## src/rtl/mem_arbiter_fsm_if.sv

```systemverilog
// Cache/RAM handshake bundle seen by the memory arbiter.
// The master modport is the arbiter's view; slave is the caches' and RAM's view.
interface mem_arbiter_fsm_if #(
    parameter int ADDR_W = 32,
    parameter int DATA_W = 32
);
    logic              iREN;
    logic [ADDR_W-1:0] iaddr;
    logic              iwait;
    logic [DATA_W-1:0] iload;
    logic              dREN;
    logic              dWEN;
    logic [ADDR_W-1:0] daddr;
    logic [DATA_W-1:0] dstore;
    logic              dwait;
    logic [DATA_W-1:0] dload;
    logic              ramREN;
    logic              ramWEN;
    logic [ADDR_W-1:0] ramaddr;
    logic [DATA_W-1:0] ramstore;
    logic [DATA_W-1:0] ramload;
    logic [1:0]        ramstate;
    logic              merr;

    modport master (
        input  iREN, iaddr, dREN, dWEN, daddr, dstore, ramload, ramstate,
        output iwait, iload, dwait, dload, ramREN, ramWEN, ramaddr, ramstore, merr
    );

    modport slave (
        output iREN, iaddr, dREN, dWEN, daddr, dstore, ramload, ramstate,
        input  iwait, iload, dwait, dload, ramREN, ramWEN, ramaddr, ramstore, merr
    );
endinterface

```

## src/rtl/mem_arbiter_fsm.sv

```systemverilog
// Icache/dcache arbiter onto a single-port RAM: dcache priority with short bursts,
// starvation counter for icache forward progress, word completion via the wait lines.
module mem_arbiter_fsm #(
    parameter int ADDR_W     = 32,
    parameter int DATA_W     = 32,
    parameter int BURST_LEN  = 2,
    parameter int STARVE_MAX = 4
) (
    input logic               CLK,
    input logic               RST,
    mem_arbiter_fsm_if.master bus
);
    localparam int BW = $clog2(BURST_LEN + 1);
    localparam int SW = $clog2(STARVE_MAX + 1);
    localparam logic [BW-1:0] BURST_LAST = BW'(BURST_LEN - 1);
    localparam logic [SW-1:0] STARVE_TOP = SW'(STARVE_MAX);
    localparam logic [1:0]    RAM_ACCESS = 2'd2;
    localparam logic [1:0]    RAM_ERROR  = 2'd3;

    typedef enum logic [1:0] {
        IDLE  = 2'd0,
        GNT_I = 2'd1,
        GNT_D = 2'd2
    } state_t;

    state_t        state;
    state_t        nextState;
    logic [BW-1:0] burstCnt;
    logic [BW-1:0] nextBurst;
    logic [SW-1:0] starveCnt;
    logic [SW-1:0] nextStarve;
    logic          iReq;
    logic          dReq;
    logic          xferEnd;

    assign iReq    = bus.iREN;
    assign dReq    = bus.dREN | bus.dWEN;
    assign xferEnd = (bus.ramstate == RAM_ACCESS) || (bus.ramstate == RAM_ERROR);

    // State and counter registers with synchronous reset.
    always_ff @(posedge CLK) begin
        if (RST) begin
            state     <= IDLE;
            burstCnt  <= '0;
            starveCnt <= '0;
        end else begin
            state     <= nextState;
            burstCnt  <= nextBurst;
            starveCnt <= nextStarve;
        end
    end

    // Arbitration, burst continuation and withdrawal handling.
    always_comb begin
        nextState  = state;
        nextBurst  = burstCnt;
        nextStarve = starveCnt;
        case (state)
            IDLE: begin
                if (dReq && (!iReq || (starveCnt < STARVE_TOP))) begin
                    nextState = GNT_D;
                    nextBurst = '0;
                    if (iReq && (starveCnt != STARVE_TOP)) begin
                        nextStarve = starveCnt + SW'(1);
                    end else begin
                        nextStarve = starveCnt;
                    end
                end else if (iReq) begin
                    nextState  = GNT_I;
                    nextStarve = '0;
                end else begin
                    nextState = IDLE;
                end
            end
            GNT_I: begin
                if (!iReq || xferEnd) begin
                    nextState = IDLE;
                end else begin
                    nextState = GNT_I;
                end
            end
            GNT_D: begin
                // A completed word keeps the grant only while the burst has room;
                // a following cycle without a request releases it through withdrawal.
                if (!dReq) begin
                    nextState = IDLE;
                    nextBurst = '0;
                end else if (xferEnd) begin
                    if (burstCnt < BURST_LAST) begin
                        nextState = GNT_D;
                        nextBurst = burstCnt + BW'(1);
                    end else begin
                        nextState = IDLE;
                        nextBurst = '0;
                    end
                end else begin
                    nextState = GNT_D;
                end
            end
            default: begin
                nextState = IDLE;
                nextBurst = '0;
            end
        endcase
    end

    // RAM drive, completion and error signalling from the current grant.
    always_comb begin
        bus.ramREN   = 1'b0;
        bus.ramWEN   = 1'b0;
        bus.ramaddr  = {ADDR_W{1'b0}};
        bus.ramstore = {DATA_W{1'b0}};
        bus.iwait    = 1'b1;
        bus.dwait    = 1'b1;
        bus.merr     = 1'b0;
        case (state)
            GNT_I: begin
                bus.ramREN  = bus.iREN;
                bus.ramaddr = bus.iaddr;
                bus.iwait   = (bus.ramstate != RAM_ACCESS);
                bus.merr    = (bus.ramstate == RAM_ERROR);
            end
            GNT_D: begin
                bus.ramWEN   = bus.dWEN;
                bus.ramREN   = bus.dREN & ~bus.dWEN;
                bus.ramaddr  = bus.daddr;
                bus.ramstore = bus.dstore;
                bus.dwait    = (bus.ramstate != RAM_ACCESS);
                bus.merr     = (bus.ramstate == RAM_ERROR);
            end
            default: begin
                bus.merr = 1'b0;
            end
        endcase
    end

    assign bus.iload = bus.ramload;
    assign bus.dload = bus.ramload;
endmodule

```

## src/flat_wrapper.sv

```systemverilog
// flat-port wrapper written by rule: the top's interface ports become plain ports
module mem_arbiter_fsm_flat 
#(
    parameter int ADDR_W     = 32,
    parameter int DATA_W     = 32,
    parameter int BURST_LEN  = 2,
    parameter int STARVE_MAX = 4
)
  (CLK, RST, bus_iREN, bus_iaddr, bus_dREN, bus_dWEN, bus_daddr, bus_dstore, bus_ramload, bus_ramstate, bus_iwait, bus_iload, bus_dwait, bus_dload, bus_ramREN, bus_ramWEN, bus_ramaddr, bus_ramstore, bus_merr);
  mem_arbiter_fsm_if #(.ADDR_W(ADDR_W), .DATA_W(DATA_W)) bus_i ();
  input logic CLK;
  input logic RST;
  input wire logic [$bits(bus_i.iREN)-1:0] bus_iREN;
  input wire logic [$bits(bus_i.iaddr)-1:0] bus_iaddr;
  input wire logic [$bits(bus_i.dREN)-1:0] bus_dREN;
  input wire logic [$bits(bus_i.dWEN)-1:0] bus_dWEN;
  input wire logic [$bits(bus_i.daddr)-1:0] bus_daddr;
  input wire logic [$bits(bus_i.dstore)-1:0] bus_dstore;
  input wire logic [$bits(bus_i.ramload)-1:0] bus_ramload;
  input wire logic [$bits(bus_i.ramstate)-1:0] bus_ramstate;
  output wire logic [$bits(bus_i.iwait)-1:0] bus_iwait;
  output wire logic [$bits(bus_i.iload)-1:0] bus_iload;
  output wire logic [$bits(bus_i.dwait)-1:0] bus_dwait;
  output wire logic [$bits(bus_i.dload)-1:0] bus_dload;
  output wire logic [$bits(bus_i.ramREN)-1:0] bus_ramREN;
  output wire logic [$bits(bus_i.ramWEN)-1:0] bus_ramWEN;
  output wire logic [$bits(bus_i.ramaddr)-1:0] bus_ramaddr;
  output wire logic [$bits(bus_i.ramstore)-1:0] bus_ramstore;
  output wire logic [$bits(bus_i.merr)-1:0] bus_merr;
  assign bus_i.iREN = bus_iREN;
  assign bus_i.iaddr = bus_iaddr;
  assign bus_i.dREN = bus_dREN;
  assign bus_i.dWEN = bus_dWEN;
  assign bus_i.daddr = bus_daddr;
  assign bus_i.dstore = bus_dstore;
  assign bus_i.ramload = bus_ramload;
  assign bus_i.ramstate = bus_ramstate;
  assign bus_iwait = bus_i.iwait;
  assign bus_iload = bus_i.iload;
  assign bus_dwait = bus_i.dwait;
  assign bus_dload = bus_i.dload;
  assign bus_ramREN = bus_i.ramREN;
  assign bus_ramWEN = bus_i.ramWEN;
  assign bus_ramaddr = bus_i.ramaddr;
  assign bus_ramstore = bus_i.ramstore;
  assign bus_merr = bus_i.merr;
  mem_arbiter_fsm #(.ADDR_W(ADDR_W), .DATA_W(DATA_W), .BURST_LEN(BURST_LEN), .STARVE_MAX(STARVE_MAX)) u_core (.CLK(CLK), .RST(RST), .bus(bus_i));
endmodule
```

## config.mk

```make
export PLATFORM = sky130hd
export DESIGN_NAME = mem_arbiter_fsm_flat
export DESIGN_NICKNAME = d
export VERILOG_FILES = /design/src/rtl/mem_arbiter_fsm_if.sv /design/src/rtl/mem_arbiter_fsm.sv /design/src/flat_wrapper.sv
export SDC_FILE = /design/constraint.sdc
export NUM_CORES = 1
export LEC_CHECK = 0
export ABC_AREA = 1
export BUFFER_PORTS_ARGS = -buffer_cell sky130_fd_sc_hd__buf_2
export CAP_MARGIN = 20
export CORE_AREA = 10 10 97 99
export CTS_CLUSTER_SIZE = 14
export DETAILED_ROUTE_END_ITERATION = 6
export DIE_AREA = 0 0 107 109
export MAX_ROUTING_LAYER = met4
export PLACE_DENSITY = 0.7
export SKIP_CTS_REPAIR_TIMING = 1
export SLEW_MARGIN = 15
export SYNTH_ARGS = -nofsm -noshare
export SYNTH_HDL_FRONTEND = slang
export SYNTH_SLANG_ARGS = --single-unit
```

## constraint.sdc

```tcl
create_clock -name CLK -period 1.4 [get_ports CLK]
set_input_delay 0.07 -clock CLK [delete_from_list [all_inputs] [get_ports CLK]]
set_output_delay 0.07 -clock CLK [all_outputs]
set_load 0.03 [all_outputs]
```

==> run summary <==
grt ovf = 0
setup TNS = -11110 ps
Comb pwr share = 69.3%
fraction of final layout cells sized beyond drive strength 1 = 56.7%
final setup margin = -303 ps
Setup crit end = bus_ramaddr[31]
Ant. Diodes = 0
type of origin of the critical path = flop
Synth Instances = 315
failing checks = setup timing
CTS Buffer Depth = 2
worst-path maximum fanout = 7
final hold vios = 0
Synth top area share = 30.1%
Tot GR Track Use = 11.8%
vias in the first global route = 2254
Area growth syn-to-layout = 66.7%
Layout fillers = 809
synth cell count leaders = nand2_1 (110), buf_4 (69), inv_1 (45), a21oi_1 (37)
H-Tree Level Count = 1
drt first pass iters = 4
CP Capture Type = output port
r2r worst-path depth = 7
first-pass GRT wire length = 10900 µm
Net Sw Frac = 48.1%
share of synthesized flip-flops with an asynchronous set or reset = 0%
Post-Syn Area per Cell = 5.46 µm²
Most used DFF post-synth = dfxtp_1
largest net degree at the start of global routing = 32
Seq pwr share = 13.4%
Worst-path clk slew = 40 ps
drt wl/cell = 16.0 µm
Yosys Warn Count = 0
CORE AREA = 7530 µm²
Iteration-0 DRC Markers = 49
Post-Syn Area = 1720 µm²
leak pwr = 0.00160 µW
# rows = 32
Worst Clk Skew = 5.69 ps
initial antenna violation count = 0
Tightest Pin Transition = 214 ps
Crit path required time = 1330 ps
Post-synth EDFFs = 0
Syn Nets = 457
CTS tree = done
DR vias/cell = 4.27
DP HPWL = 6510 µm
number of standard cells in the layout, taps in and fillers out = 527
register area = 141 µm²
Psw = 808 µW
total vias in the final route = 2252
DRC = 0
area of the multi-input gates = 1080 µm²
sequential share of the synthesized area = 8.15%
die height = 109 µm
DP Cell Count = 517
worst reg2reg path endpoint = u_core.burstCnt[1]
MaxCap Viol Count = 0
Cell Pwr Density = 586 nW/µm²
clock network power share = 17.4%
fin. max-slew vios = 0
worst setup path start = u_core.state[0]
critical path class = flop to output port
most frequent cell after synthesis = nand2_1
Clock Latency Late Sink = 230 ps
Num CTS Buffers = 3
Internal = 871 µW
cells taking the most area after synthesis = buf_4 (30%), nand2_1 (24%), a21oi_1 (11%), inv_1 (9.8%), dfxtp_1 (8.2%)
Synth area leader = buf_4
Final setup violation count = 68
R2R setup slack = 10 ps
Worst Hold Class = input pin to flop
Initial Utilization = 22.8%
launch point of the worst reg-to-reg path = u_core.state[0]
final worst-path cycle share = 122%
Final nets = 568
Worst EP arrival = 1630 ps
clock sink total = 7
CTS root buf = clkbuf_8
fin crit period = 1700 ps
total die area = 11700 µm²
Port Buffers = 171
Routed Antenna Nets = 0
Fmax = 587 MHz
dpl cell area = 2250 µm²
# IOs = 268
Post-Place Setup Slack = -55.4 ps
GP Congestion = 0.793
Seq cells post-synth = 7
worst rel slew slack = 85.7%
die extent in x = 107 µm
status = finished with violations
design area = 2870 µm²
post-synth cell types = 22
RSZ-0062 raised after global routing = true
Max VDD drop = 0.274 mV
Total Routed Length = 8430 µm
worst max-delay path, stage by stage, from the launching register on:
cell,delay [ps]
dfxtp_1,340
inv_2,60
ha_4,270
clkinvlp_4,200
buf_6,220
a21oi_1,130
buf_4,180
placed cells by master (no fill, tap or decap), types with 6 or more instances in the layout:
cell type	synthesis	routed
buf_6	0	30
inv_2	5	7
nand2_1	110	109
inv_1	45	43
a21oi_1	37	8
dfxtp_1	7	6
buf_4	69	11
a21oi_2	1	15
a21oi_4	0	15
buf_2	7	136
layout make-up:
class                   instances  area share [%]
inverters                      51            6.81
multi-input cells             178            37.9
flip-flops and latches          7            4.93
clock buffers                   4            1.57
well taps                     102            4.45
repair buffers                185            44.4
power groups by stage:
stage          Sequential [µW]  Combinational [µW]  Clock (µW)
6_report                   224                1160         291
5_1_grt                    227                1260         315
4_1_cts                    223                 923         303
3_5_place_dp               226                 919           0
3_3_place_gp               225                 909           0
2_1_floorplan              224                 891           0
per-layer routing:
metal / up-vias / GRT usage [%] / routed length (µm)
met1: 982 / 12.9 / 3290
met3: 45 / 3.66 / 829
met5: - / - / 0
li1: 1091 / - / -
met4: 0 / 7.64 / 418
met2: 134 / 18.3 / 3900
logic make-up after synthesis:
group / Yosys count / synth area share (%)
buffers and inverters: 130 / 44.0
and+or+nand+nor: 128 / 29.6
AOI/OAI and AO/OA: 42 / 12.7
adders and majority gates: 7 / 5.09
DFF: 7 / 8.15
xor gates and xnor gates: 1 / 0.510
worst min path at each step:
stage                                from  cells past startpoint                  to
after CTS                             RST                      2  u_core.burstCnt[1]
final                                 RST                      2  u_core.burstCnt[1]
after global placement    bus_ramload[13]                      0       bus_dload[13]
after global routing                  RST                      2  u_core.burstCnt[1]
after detailed placement  bus_ramload[13]                      0       bus_dload[13]
after floorplan                       RST                      1  u_core.burstCnt[1]
metrics by stage:
| stage | power, µW | hold slack, ps | utilization (%) |
|---|---|---|---|
| global placement | 1130 | 140 | 29.9 |
| floorplan | 1120 | 132 | - |
| CTS | 1450 | 50.9 | 30.5 |
| detailed placement | 1150 | 140 | 29.9 |
| finish | 1680 | 55.5 | 38.1 |
| global route | 1800 | 71.7 | 38.1 |
flip-flops by register name, summed over array words and instances, names as in the netlist:
register	flops
u_core.burstCnt	2
u_core.starveCnt	3
u_core.state	2
No activity file was read; power rests on OpenSTA's default activity.
